## config.mk

```make
export PLATFORM = sky130hd
export DESIGN_NAME = spike_accumulator
export DESIGN_NICKNAME = d
export VERILOG_FILES = /design/src/rtl/conf_pkg.sv /design/src/rtl/spike_term.sv /design/src/rtl/spike_accumulator.sv
export SDC_FILE = /design/constraint.sdc
export NUM_CORES = 1
export LEC_CHECK = 0
export ABC_AREA = 1
export BUFFER_PORTS_ARGS = -buffer_cell sky130_fd_sc_hd__clkbuf_2
export CORE_AREA = 2 2 238 240
export CTS_CLUSTER_SIZE = 8
export DETAILED_ROUTE_END_ITERATION = 7
export DIE_AREA = 0 0 240 242
export SLEW_MARGIN = 15
export SYNTH_ARGS = -nofsm -noshare
export SYNTH_HDL_FRONTEND = slang
export SYNTH_SLANG_ARGS = --single-unit
```

## constraint.sdc

```tcl
create_clock -name clk -period 4.8 [get_ports clk]
set_input_delay 0.24 -clock clk [delete_from_list [all_inputs] [get_ports clk]]
set_output_delay 0.24 -clock clk [all_outputs]
set_load 0.005 [all_outputs]
```

## src/rtl/conf_pkg.sv

```systemverilog
// Shared types for the spike localisation path (spike_accumulator -> spike_locator).
package conf_pkg;

    localparam int unsigned TIME_W     = 32;
    localparam int unsigned X_W        = 11;
    localparam int unsigned Y_W        = 11;
    localparam int unsigned A_W        = 8;
    localparam int unsigned PROD_W     = X_W + A_W;
    localparam int unsigned X_ACC_W    = 28;
    localparam int unsigned A_ACC_W    = 25;
    localparam int unsigned ACC_MAX_CH = 512;

    typedef logic [TIME_W-1:0]  time_t;
    typedef logic [X_W-1:0]     x_t;
    typedef logic [Y_W-1:0]     y_t;
    typedef logic [A_W-1:0]     a_t;
    typedef logic [PROD_W-1:0]  prod_t;
    typedef logic [X_ACC_W-1:0] x_acc_t;
    typedef logic [A_ACC_W-1:0] a_acc_t;

    typedef enum logic {
        ST_ACCUM = 1'b0,
        ST_FLUSH = 1'b1
    } acc_state_e;

endpackage

```

## src/rtl/spike_term.sv

```systemverilog
// Per-beat weighting term: amplitude thresholding and the coordinate products.
module spike_term
    import conf_pkg::*;
#(
    parameter int unsigned A_MIN = 0
) (
    input  x_t    i_x,
    input  y_t    i_y,
    input  a_t    i_a,
    output prod_t o_wx,
    output prod_t o_wy,
    output a_t    o_w
);

    logic w_pass;

    // A zero threshold passes every amplitude; elaborating it away avoids an always-true compare.
    if (A_MIN == 0) begin : g_no_thr
        assign w_pass = 1'b1;
    end else begin : g_thr
        assign w_pass = (32'(i_a) >= A_MIN);
    end

    assign o_w  = w_pass ? i_a : '0;
    assign o_wx = PROD_W'(i_x) * PROD_W'(o_w);
    assign o_wy = PROD_W'(i_y) * PROD_W'(o_w);

endmodule

```

## src/rtl/spike_accumulator.sv

```systemverilog
// Accumulates amplitude-weighted coordinate sums per event and emits one sum record per event.
module spike_accumulator
    import conf_pkg::*;
#(
    parameter int unsigned A_MIN  = 0,
    parameter int unsigned MAX_CH = ACC_MAX_CH
) (
    input  logic   clk,
    input  logic   rst,
    input  time_t  s_axis_c_time,
    input  x_t     s_axis_c_tx,
    input  y_t     s_axis_c_ty,
    input  a_t     s_axis_c_ta,
    input  logic   s_axis_c_tvalid,
    output logic   s_axis_c_tready,
    input  logic   s_axis_c_tlast,
    input  logic   s_axis_c_tuser,
    output time_t  m_axis_a_time,
    output x_acc_t m_axis_a_tx,
    output x_acc_t m_axis_a_ty,
    output a_acc_t m_axis_a_ta,
    output logic   m_axis_a_tvalid,
    input  logic   m_axis_a_tready,
    output logic   m_axis_a_tlast
);

    if (MAX_CH > ACC_MAX_CH) begin : g_max_ch_check
        $error("spike_accumulator: MAX_CH exceeds the exact-accumulation limit");
    end

    acc_state_e r_state, w_state_nxt;

    x_acc_t r_acc_x, r_acc_y;
    a_acc_t r_acc_a;
    time_t  r_time;
    logic   r_first;
    logic   r_user;
    logic   r_pend_last;

    time_t  r_out_time;
    x_acc_t r_out_x, r_out_y;
    a_acc_t r_out_a;
    logic   r_out_valid, r_out_last;

    prod_t  w_wx, w_wy;
    a_t     w_w;
    x_acc_t w_sum_x, w_sum_y;
    a_acc_t w_sum_a;
    logic   w_beat, w_slot_free, w_tready;
    logic   w_add, w_clear, w_load, w_drop;
    time_t  w_ev_time, w_ld_time;
    x_acc_t w_ld_x, w_ld_y;
    a_acc_t w_ld_a;
    logic   w_ld_user;

    spike_term #(.A_MIN(A_MIN)) u_term (
        .i_x  (s_axis_c_tx),
        .i_y  (s_axis_c_ty),
        .i_a  (s_axis_c_ta),
        .o_wx (w_wx),
        .o_wy (w_wy),
        .o_w  (w_w)
    );

    assign s_axis_c_tready = w_tready & ~rst;
    assign w_beat          = s_axis_c_tvalid & s_axis_c_tready;
    assign w_slot_free     = ~r_out_valid | m_axis_a_tready;

    assign w_sum_x = r_acc_x + {{(X_ACC_W-PROD_W){1'b0}}, w_wx};
    assign w_sum_y = r_acc_y + {{(X_ACC_W-PROD_W){1'b0}}, w_wy};
    assign w_sum_a = r_acc_a + {{(A_ACC_W-A_W){1'b0}}, w_w};

    // A single-beat event has its timestamp only on the bus, not yet in r_time.
    assign w_ev_time = r_first ? s_axis_c_time : r_time;

    // FLUSH drains the stored event; ACCUM loads the event closing on this beat.
    assign w_ld_time = (r_state == ST_FLUSH) ? r_time  : w_ev_time;
    assign w_ld_x    = (r_state == ST_FLUSH) ? r_acc_x : w_sum_x;
    assign w_ld_y    = (r_state == ST_FLUSH) ? r_acc_y : w_sum_y;
    assign w_ld_a    = (r_state == ST_FLUSH) ? r_acc_a : w_sum_a;
    assign w_ld_user = (r_state == ST_FLUSH) ? r_user  : s_axis_c_tuser;

    always_ff @(posedge clk) begin
        if (rst) begin
            r_state <= ST_ACCUM;
        end else begin
            r_state <= w_state_nxt;
        end
    end

    always_comb begin
        w_state_nxt = r_state;
        w_tready    = 1'b0;
        w_add       = 1'b0;
        w_clear     = 1'b0;
        w_load      = 1'b0;
        w_drop      = 1'b0;
        unique case (r_state)
            ST_ACCUM: begin
                w_tready = 1'b1;
                if (s_axis_c_tvalid && !rst) begin
                    if (!s_axis_c_tlast) begin
                        w_add = 1'b1;
                    end else if (w_slot_free) begin
                        w_clear = 1'b1;
                        w_load  = (w_sum_a != '0);
                        w_drop  = (w_sum_a == '0);
                    end else begin
                        w_add       = 1'b1;
                        w_state_nxt = ST_FLUSH;
                    end
                end
            end
            ST_FLUSH: begin
                if (w_slot_free) begin
                    w_clear     = 1'b1;
                    w_load      = (r_acc_a != '0);
                    w_drop      = (r_acc_a == '0);
                    w_state_nxt = ST_ACCUM;
                end
            end
            default: w_state_nxt = ST_ACCUM;
        endcase
    end

    always_ff @(posedge clk) begin
        if (rst) begin
            r_acc_x     <= '0;
            r_acc_y     <= '0;
            r_acc_a     <= '0;
            r_time      <= '0;
            r_first     <= 1'b1;
            r_user      <= 1'b0;
            r_pend_last <= 1'b0;
            r_out_time  <= '0;
            r_out_x     <= '0;
            r_out_y     <= '0;
            r_out_a     <= '0;
            r_out_valid <= 1'b0;
            r_out_last  <= 1'b0;
        end else begin
            if (w_clear) begin
                r_acc_x <= '0;
                r_acc_y <= '0;
                r_acc_a <= '0;
            end else if (w_add) begin
                r_acc_x <= w_sum_x;
                r_acc_y <= w_sum_y;
                r_acc_a <= w_sum_a;
            end
            if (w_beat) begin
                r_first <= s_axis_c_tlast;
                if (r_first) begin
                    r_time <= s_axis_c_time;
                end
                if (s_axis_c_tlast) begin
                    r_user <= s_axis_c_tuser;
                end
            end
            if (w_load) begin
                r_out_time  <= w_ld_time;
                r_out_x     <= w_ld_x;
                r_out_y     <= w_ld_y;
                r_out_a     <= w_ld_a;
                r_out_last  <= w_ld_user | r_pend_last;
                r_out_valid <= 1'b1;
                r_pend_last <= 1'b0;
            end else begin
                if (m_axis_a_tready) begin
                    r_out_valid <= 1'b0;
                end
                if (w_drop && w_ld_user) begin
                    r_pend_last <= 1'b1;
                end
            end
        end
    end

    assign m_axis_a_time   = r_out_time;
    assign m_axis_a_tx     = r_out_x;
    assign m_axis_a_ty     = r_out_y;
    assign m_axis_a_ta     = r_out_a;
    assign m_axis_a_tvalid = r_out_valid;
    assign m_axis_a_tlast  = r_out_last;

endmodule

```

==> flow_summary.ini, run 1 <==
[outcome]
status = finished, final reports clean

[die]
initial_core_util_pct = 34.5
ios = 184
die_w_um = 240
rows = 87
core_sq_mm = 0.0557
dieArea_sq_mm = 0.0581
die_h_um = 242

[timing]
worst_pin_slew_ps = 1090
rsz0062_at_grt = no
slew_viol_final = 0
finalSetupTns_ps = 0
finClkSkew_ps = 36.6
fin_crit_sh_pct = 94.7
layout_min_cycle_time_ps = 4550
hold_violations = 0
setup_viol = 0
final.setup.worst_slack_ps = 252
relSlewSlack_pct = 27.1
clock.fmax_mhz = 220

[clocking]
cts_buffers = 36
clockRootBuffer = clkbuf_16
path_clk_slew_ps = 50
h-tree-depth = 2
clockBufferDepth = 3
cts.sinks = 232
tritoncts = done
clk_latency_ps = 550

[logic_synthesis]
synth_area_sq_mm = 0.0192
synth_area_leaders = dfxtp_1 24%, nand2_1 15%, fa_1 15%
yosysWarnings = 0
ys_ff_latch = 232
yosysSeqAreaShare_pct = 24.1
syn_area_per_cell_sq_um = 6.58
async_flop_share_pct = 0
synth_top_area_cell = dfxtp_1
yosys.area.top_type_share_pct = 24.1
syn_inst = 2926
yosysMostFrequentCell = nand2_1
synth_edf_count = 0
synth_common_cells = 779 x nand2_1, 594 x inv_1, 313 x nor2_1
ys.flop_type = dfxtp_1
synthesis.nets = 3233
synth_cell_types = 41

[global_route]
grt_use_total_pct = 19.5
grt_pass1_vias = 17200
use_met1_pct = 25.2
antenna_found_initial = 0
grt_pass1_wl_mm = 91.0
grt_max_degree = 95
met3_usage_pct = 3.21
busiest_layer = met2
overflow = 0
gr-usage-met2_pct = 33.1

[layout]
final_util_pct = 40.2
fillers = 5985
nets = 3408
drive_gt1_share_pct = 11.7
stdcell_count = 3868
area_delta_synth_final_pct = 16.5

[placement]
gp_routability_congestion = 0.892
io_buffers = 183
dp_cells = 3816
pre_cts_ws_ps = -238
dpl.hpwl_mm = 41.6

[worst_setup_path]
crit_arrival_ps = 4980
crit_path_start_kind = register
worstPathRequired_ps = 5240
cp_max_fo = 4
end_kind = register
path_class = reg2reg

[power]
p_per_area_mw_per_mm2 = 429
vdd_drop_max_mv = 0.350
p_leak_nw = 12.2
finalPower_mw = 9.63

[detailed_routing]
viasPerCell = 4.64
ant_nets = 0
wl_per_cell_um = 14.4
routed_wl_mm = 55.9
drc_errors = 0
num_vias = 17900
firstDrtPassIters = 5
drt_iter0_markers = 1018

[run]
cap_violations = 0

[worst_hold_path]
min_path_type = in2reg
-- routing by layer --
layer / vias up / routed length (um) / part of all wire (%)
li1: 9204 / - / -
met1: 8288 / 25200 / 45
met2: 351 / 26200 / 47
met3: 91 / 2720 / 4.9
met4: 0 / 1720 / 3.1
met5: - / 0 / 0
-- cell type report --
| class | count | area, sq um | area share (%) |
|---|---|---|---|
| repair buffers | 288 | 1750 | 7.79 |
| clock buffers | 43 | 967 | 4.32 |
| clock inverters | 5 | 57.6 | 0.257 |
| flip-flops and latches | 232 | 4650 | 20.7 |
| inverters | 597 | 2240 | 10.0 |
| well taps | 756 | 946 | 4.22 |
| multi-input cells | 1946 | 11800 | 52.6 |
| diodes | 1 | 2.50 | 0.0112 |
-- registers in the layout, indices dropped and copies added (netlist names) --
| name | cells |
|---|---|
| r_acc_x | 28 |
| m_axis_a_time | 32 |
| r_user | 1 |
| r_first | 1 |
| m_axis_a_tlast | 1 |
| r_pend_last | 1 |
| m_axis_a_ty | 28 |
| m_axis_a_tvalid | 1 |
| r_acc_y | 28 |
| m_axis_a_ta | 25 |
| r_state | 1 |
| m_axis_a_tx | 28 |
| r_acc_a | 25 |
| r_time | 32 |
-- cell usage in the layout (no fill, tap or decap), types with 15 or more instances in the layout --
cell	synthesis	final
inv_1	594	592
clkbuf_2	13	183
nor2_1	313	313
fa_1	143	143
ha_1	96	94
o21ai_0	197	193
o21ai_1	14	15
nand4_1	19	19
nand3b_1	42	42
xor2_1	16	16
nand2_1	779	774
o211ai_1	42	42
a21oi_1	120	117
xnor2_1	17	17
nand3_1	95	95
buf_4	3	100
dfxtp_1	232	229
clkbuf_16	0	36
-- where the power goes --
part           leakage [nW]  switching [mW]  internal [mW]  total [mW]
Clock                 0.504           0.956           1.41        2.37
Combinational          9.83            2.94           2.17        5.11
Sequential             1.90          0.0949           2.06        2.15
-- stage by stage --
stage	hold WS [ps]	instance area, sq um
final	45.4	22400
after global routing	56.2	22400
after CTS	11.7	22300
after detailed placement	453	21300
after global placement	452	21300
after floorplan	309	19200
-- critical path, cell delays in order, from the launching register on --
cell and delay, ps:
dfxtp_2 340, inv_1 60, fa_1 530, inv_1 50, fa_1 490, inv_1 50
fa_1 490, fa_1 490, inv_1 40, ha_1 300, buf_4 150, nand2_1 50
inv_1 40, a21oi_2 140, buf_4 160, inv_1 40, a21oi_1 120, buf_4 130
inv_1 30, nand2_1 50, nand2_1 80, or2_2 290, nand2_1 60, nand2_1 40
o211ai_1 120, inv_1 60
-- worst paths after layout --
path	from	to	slack (ps)	cells past startpoint
max	r_acc_x[6]	r_acc_x[20]	250	25
min reg2reg	r_time[27]	r_time[27]	460	2
min	rst	r_user	50	2
max reg2reg	r_acc_x[6]	r_acc_x[20]	250	25
-- logic make-up after synthesis --
kind of cell             synth area share (%)
XOR/XNOR                                 1.50
adder cells (fa/ha/maj)                  21.1
AO/OA/AOI/OAI                            11.0
buffers and inverters                    15.0
flip-flops                               24.1
AND/OR/NAND/NOR                          27.0
multiplexers                            0.156
-- repair_timing --
item / in CTS / in global routing
setup endpoints to repair: 16 / 42
setup buffers: 0 / 1
endpoints found under the hold margin: 1 / 0
hold buffers: 2 / 0
pin swaps: 0 / 0
resized for setup: 2 / 14
Power figures use the tool's default switching activity.
==> run 2, diff against run 1 <==
--- a/config.mk
+++ b/config.mk
@@ -7,10 +7,13 @@
 export LEC_CHECK = 0
 export ABC_AREA = 1
 export BUFFER_PORTS_ARGS = -buffer_cell sky130_fd_sc_hd__clkbuf_2
-export CORE_AREA = 2 2 238 240
+export CELL_PAD_IN_SITES_DETAIL_PLACEMENT = 1
+export CELL_PAD_IN_SITES_GLOBAL_PLACEMENT = 1
+export CORE_AREA = 2 2 257 259
 export CTS_CLUSTER_SIZE = 8
 export DETAILED_ROUTE_END_ITERATION = 7
-export DIE_AREA = 0 0 240 242
+export DIE_AREA = 0 0 259 261
+export PLACE_DENSITY_LB_ADDON = 0.1
 export SLEW_MARGIN = 15
 export SYNTH_ARGS = -nofsm -noshare
 export SYNTH_HDL_FRONTEND = slang
==> run 2 against run 1 <==
Effect of this change: routed wire length grew 19%; register-to-register slack about the same; cell count increased by 4.0%; hold slack improved by 38 ps; count of clock-buffer cells in the layout is the same; critical endpoint is now m_axis_a_tx[20]; critical path depth fell by 2; largest power group unchanged; clock skew down 3.1 ps; clock power increased by 3%; first-iteration DRC count decreased by 32%.
==> flow_summary.ini, run 2 (synthesized netlist as in run 1, its figures left out) <==
[outcome]
status = finished, final reports clean

[placement]
gp_routability_congestion = 0.848
dpl.hpwl_mm = 50.7
pre_cts_ws_ps = -532
place_area_sq_mm = 0.0218
io_buffers = 183
dp_cells = 3964

[timing]
setup_viol = 0
rsz0062_at_grt = yes
worst_pin_slew_ps = 1050
finClkSkew_ps = 33.5
hold_slack_ps = 83.4
relSlewSlack_pct = 29.9
clock.fmax_mhz = 219
fin_crit_sh_pct = 95.0
slew_viol_final = 0
layout_min_cycle_time_ps = 4560
finalSetupTns_ps = 0
hold_violations = 0
final.setup.worst_slack_ps = 238

[layout]
final_area_sq_mm = 0.0230
regArea_sq_mm = 0.00465
stdcell_count = 4021
fillers = 8299
drive_gt1_share_pct = 13.1
final_cell_mix = 774 x nand2_1, 590 x inv_1, 312 x nor2_1
final_common_cell = nand2_1
area_delta_synth_final_pct = 19.5
final_util_pct = 35.4
nets = 3451
multi_input_area_sq_mm = 0.0119

[clocking]
h-tree-depth = 2
path_clk_slew_ps = 50
cts_buffers = 36
clockRootBuffer = clkbuf_16
clk_latency_ps = 560
cts.sinks = 232
clockBufferDepth = 3
tritoncts = done

[worst_setup_path]
path_class = reg2reg
worstPathCellList = inv_1 > fa_1 > inv_1 > fa_1 > inv_1 > fa_1 > fa_1 > inv_1 > ha_4 > a21o_1 > a21oi_1 > buf_4 > buf_4 > inv_1 > a21oi_4 > inv_1 > nand2_1 > nand2_1 > or2_2 > nand3_1 > nand2_1 > nor2_1 > nor2_1
reg2reg_from = r_acc_x[6]
worstPathRequired_ps = 5240
crit_arrival_ps = 5010
r2r_cells = 23
cpMaxStageDelayCell = fa_1
slowest_delay_ps = 540
r2r_setup_slack_ps = 240
end_kind = register
cp_max_fo = 4
crit_path_frequent_cell = inv_1
crit_path_start_kind = register
r2r_end = m_axis_a_tx[20]

[die]
initial_core_util_pct = 29.6
rows = 94
core_sq_mm = 0.0650
ios = 184
die_h_um = 261
dieArea_sq_mm = 0.0676
die_w_um = 259

[worst_hold_path]
holdPathEnd = r_first
min_path_type = in2reg
min_from = s_axis_c_tlast
min_path_cells = 3

[global_route]
grt_pass1_vias = 19800
antenna_found_initial = 1
grt_pass1_wl_mm = 107
grt_max_degree = 94
overflow = 0
grt_use_total_pct = 19.9

[power]
vdd_drop_max_mv = 0.268
p_int_mw = 6.04
p_leak_nw = 12.5
finalPower_mw = 10.4
clkPwrFrac_pct = 23.6
power_frac_seq_pct = 20.7
pwr-share-comb_pct = 55.7
swShare_pct = 41.8
p_per_area_mw_per_mm2 = 452
p_sw_mw = 4.35

[detailed_routing]
num_vias = 18600
wl_per_cell_um = 16.5
routed_wl_mm = 66.5
drc_errors = 0
viasPerCell = 4.63
ant_nets = 0
drt_iter0_markers = 691
firstDrtPassIters = 5

[run]
cap_violations = 0
run 2: cell count changes in the layout (fill, tap and decap cells not counted), moves of 2 or more:
cell	change
buf_4	+37
dlygate4sd3_1	+2
inv_1	-2
diode_2	+2
a21oi_1	-3
o21ai_0	-2
buf_12	+4
inv_2	+2
a21oi_4	+3
run 2: power groups by stage:
stage / sequential (mW) / clock [mW] / combinational, mW
floorplan: 2.16 / 0 / 3.05
global placement: 2.19 / 0 / 5.61
detailed placement: 2.19 / 0 / 5.68
CTS: 2.15 / 2.56 / 5.77
global route: 2.17 / 2.62 / 6.56
finish: 2.15 / 2.45 / 5.79
run 2: worst max-delay path, delay by kind of cell, from the launching register on:
kind,cells,cell delay [ps]
AO/OA/AOI/OAI,3,510
buffers and inverters,8,650
AND/OR/NAND/NOR,7,700
flip-flops,1,350
adder cells (fa/ha/maj),5,2230
run 2: worst max-delay path by stage:
stage                   startpoint         endpoint  slack (ps)
detailed placement  s_axis_c_ta[1]  m_axis_a_ty[14]        -530
CTS                     r_acc_y[7]      r_acc_y[14]           7
floorplan           s_axis_c_ta[0]  m_axis_a_tx[21]         220
global route            r_acc_x[7]      r_acc_x[20]         -50
global placement    s_axis_c_ta[1]  m_axis_a_ty[14]        -440
finish                  r_acc_x[6]  m_axis_a_tx[20]         240
run 2: what timing repair did:
item                                   4_1_cts  5_1_grt
gates cloned                                 0        0
hold buffers                                 4        0
buffers inserted                             1        1
resized for setup                            3       27
setup endpoints to repair                    2       45
endpoints found under the hold margin        3        0
pin swaps                                    2        3
run 2: routing by layer:
metal	GRT usage, %	vias to the layer above	routed length, um	part of all wire (%)
li1	-	9282	-	-
met1	24.3	9063	29400	44
met2	36.1	196	33300	50
met3	2.52	87	1690	2.5
met4	6.31	0	2130	3.2
met5	0	-	0	0
run 2: layout make-up:
type | instances | area share (%)
Clock inverter | 5 | 0.348
Antenna cell | 3 | 0.0326
Tap cell | 864 | 4.70
Clock buffer | 43 | 4.16
Inverter | 597 | 9.75
Multi-Input combinational cell | 1946 | 51.5
Timing Repair Buffer | 331 | 9.24
Sequential cell | 232 | 20.2
==> run 3, diff against run 2 <==
--- a/config.mk
+++ b/config.mk
@@ -5,14 +5,14 @@
 export SDC_FILE = /design/constraint.sdc
 export NUM_CORES = 1
 export LEC_CHECK = 0
-export ABC_AREA = 1
+export ABC_AREA = 0
 export BUFFER_PORTS_ARGS = -buffer_cell sky130_fd_sc_hd__clkbuf_2
 export CELL_PAD_IN_SITES_DETAIL_PLACEMENT = 1
 export CELL_PAD_IN_SITES_GLOBAL_PLACEMENT = 1
-export CORE_AREA = 2 2 257 259
+export CORE_AREA = 2 2 247 249
 export CTS_CLUSTER_SIZE = 8
 export DETAILED_ROUTE_END_ITERATION = 7
-export DIE_AREA = 0 0 259 261
+export DIE_AREA = 0 0 249 251
 export PLACE_DENSITY_LB_ADDON = 0.1
 export SLEW_MARGIN = 15
 export SYNTH_ARGS = -nofsm -noshare
==> run 3 against run 2 <==
Effect of this change: critical path depth down 5; register-to-register slack lost 230 ps; fmax is 4.7% lower; largest power group unchanged; design area fell by 1.5%; synthesized cell count down 29%; largest cell class unchanged; clock power down 8.2%; combinational power up 14%; first-iteration DRC count down 28%; critical endpoint is now r_acc_y[25].
==> flow_summary.ini, run 3 <==
[worst_setup_path]
crit_arrival_ps = 5180
r2r_end = r_acc_y[25]
r2r_setup_slack_ps = 10
cp_max_fo = 3
end_kind = register
reg2reg_from = r_acc_y[8]
r2r_cells = 18
cpMaxStageDelayCell = or4_4
worstPathCellList = inv_2 > fa_1 > inv_2 > fa_1 > fa_1 > inv_2 > fa_1 > inv_2 > ha_4 > or4_4 > o22ai_4 > o21ai_2 > or4b_4 > nand4_1 > buf_4 > o31ai_1 > a21oi_1 > a311oi_2
worst-path-buf-inv = 5
slowest_delay_ps = 540
path_class = reg2reg
worstPathRequired_ps = 5190
cp_top_family = adder cells
crit_path_start_kind = register

[power]
p_per_area_mw_per_mm2 = 488
p_leak_nw = 9.97
vdd_drop_max_mv = 0.256

[global_route]
grt_pass1_vias = 17300
grt_pass1_wl_mm = 96.3
gr-usage-met2_pct = 34.6
busiest_layer = met2
grt_use_total_pct = 19.2
use_met1_pct = 24.3
grt_max_degree = 72
overflow = 0
met3_usage_pct = 2.41
antenna_found_initial = 1

[layout]
stdcell_count = 3201
final_cell_mix = 239 x inv_1, 220 x dfxtp_1, 204 x nand2_1
nets = 2721
drive_gt1_share_pct = 26.7
n_antenna_cell = 0
final_common_cell = inv_1
area_delta_synth_final_pct = 27.0

[detailed_routing]
firstDrtPassIters = 4
viasPerCell = 4.87
routed_wl_mm = 59.2
num_vias = 15600
drt_iter0_markers = 497
drc_errors = 0
ant_nets = 0
wl_per_cell_um = 18.5

[logic_synthesis]
synth_top_area_cell = dfxtp_1
yosys.area.top_type_share_pct = 26.0
synth_cell_types = 64
synthesis.nets = 2398
syn_area_per_cell_sq_um = 8.53
synth_area_sq_mm = 0.0178
synth_area_leaders = dfxtp_1 26%, fa_1 16%, ha_1 6.7%
yosysWarnings = 0
synth_common_cells = 259 x inv_1, 232 x dfxtp_1, 208 x nand2_1
ys_ff_latch = 232
ys.flop_type = dfxtp_1
yosysMostFrequentCell = inv_1
async_flop_share_pct = 0
synth_edf_count = 0
syn_inst = 2091
yosysSeqAreaShare_pct = 26.0

[timing]
setup_viol = 0
rsz0062_at_grt = yes
hold_violations = 0
worst_pin_slew_ps = 1040
slew_viol_final = 0
finClkSkew_ps = 15.9
clock.fmax_mhz = 209
fin_crit_sh_pct = 99.8
hold_slack_ps = 59.7
layout_min_cycle_time_ps = 4790
relSlewSlack_pct = 30.5
final.setup.worst_slack_ps = 11.6
finalSetupTns_ps = 0

[worst_hold_path]
holdPathEnd = r_state
min_from = s_axis_c_tvalid
min_path_type = in2reg
min_path_cells = 3

[die]
die_h_um = 251
initial_core_util_pct = 29.8
core_sq_mm = 0.0598
rows = 90
dieArea_sq_mm = 0.0625
die_w_um = 249
ios = 184

[placement]
io_buffers = 183
pre_cts_ws_ps = -668
dp_cells = 3106
dpl.hpwl_mm = 44.5
gp_routability_congestion = 0.822

[clocking]
clockRootBuffer = clkbuf_16
clk_latency_ps = 530
tritoncts = done
path_clk_slew_ps = 50
clockBufferDepth = 3
h-tree-depth = 2
cts_buffers = 35
cts.sinks = 232

[outcome]
status = finished, final reports clean

[run]
cap_violations = 0
[run 3: how the worst max path moves through the flow]
stage                               from  slack (ps)               to  depth (start not counted)
after floorplan           s_axis_c_ta[0]         0.1  m_axis_a_ty[23]                         18
after global placement    s_axis_c_ta[2]        -580  m_axis_a_tx[27]                         20
after detailed placement  s_axis_c_ta[2]        -670      r_acc_x[23]                         20
after CTS                     r_acc_x[8]         -30      r_acc_x[26]                         20
after global routing          r_acc_y[8]        -150      r_acc_y[25]                         18
final                         r_acc_y[8]          10      r_acc_y[25]                         18
[run 3: through the flow]
step                      total power [mW]  utilization, %  instance area [sq um]
final                                 11.1            37.9                  22700
after global routing                  12.1            37.9                  22700
after CTS                             10.9            37.2                  22200
after detailed placement              8.15            34.6                  20700
after global placement                8.08            34.6                  20700
after floorplan                       5.56               -                  17900
[run 3: repair_timing]
item / in CTS / in global routing
endpoints found under the hold margin: 33 / 0
hold buffers: 33 / 0
pin swaps: 50 / 76
setup endpoints to repair: 42 / 46
resized for setup: 68 / 94
setup buffers: 8 / 13
[run 3: kinds of logic (layout without fill, tap and decap cells)]
| logic type | count (synthesis) | count (layout) | share of synthesized area (%) |
|---|---|---|---|
| multiplexers | 51 | 51 | 2.86 |
| buffers and inverters | 387 | 715 | 8.78 |
| XOR/XNOR | 70 | 70 | 3.44 |
| AND/OR/NAND/NOR | 671 | 671 | 17.8 |
| adder cells (fa/ha/maj) | 239 | 239 | 22.8 |
| flip-flops | 232 | 232 | 26.0 |
| AO/OA/AOI/OAI | 441 | 441 | 18.3 |
[run 3: area by class of cell]
type                       count  area [sq um]
sequential                   232          4660
fill                        7011         37100
clock buffer                  38           887
multi-input combinational   1472         12200
timing repair buffer         414          2900
tap                          782           978
clock inverter                 4          57.6
inverter                     259           980
[run 3: routing by layer]
metal | vias to the layer above | part of all wire [%] | routed length [um]
met5 | - | 0 | 0
met4 | 0 | 2.3 | 1380
met3 | 74 | 2.8 | 1650
met2 | 201 | 50 | 29500
met1 | 7760 | 45 | 26700
li1 | 7563 | - | -
[run 3: report_power, final]
group,internal [mW],switching [mW]
clock network,1.31,0.935
logic,3.11,3.47
registers,2.09,0.141
[run 3: worst register-to-register path: stages (launching register included)]
cell	delay (ps)
dfxtp_2	330
inv_2	50
fa_1	510
inv_2	40
fa_1	450
fa_1	520
inv_2	40
fa_1	490
inv_2	50
ha_4	150
or4_4	540
o22ai_4	180
o21ai_2	80
or4b_4	530
nand4_1	190
buf_4	170
o31ai_1	70
a21oi_1	200
a311oi_2	60
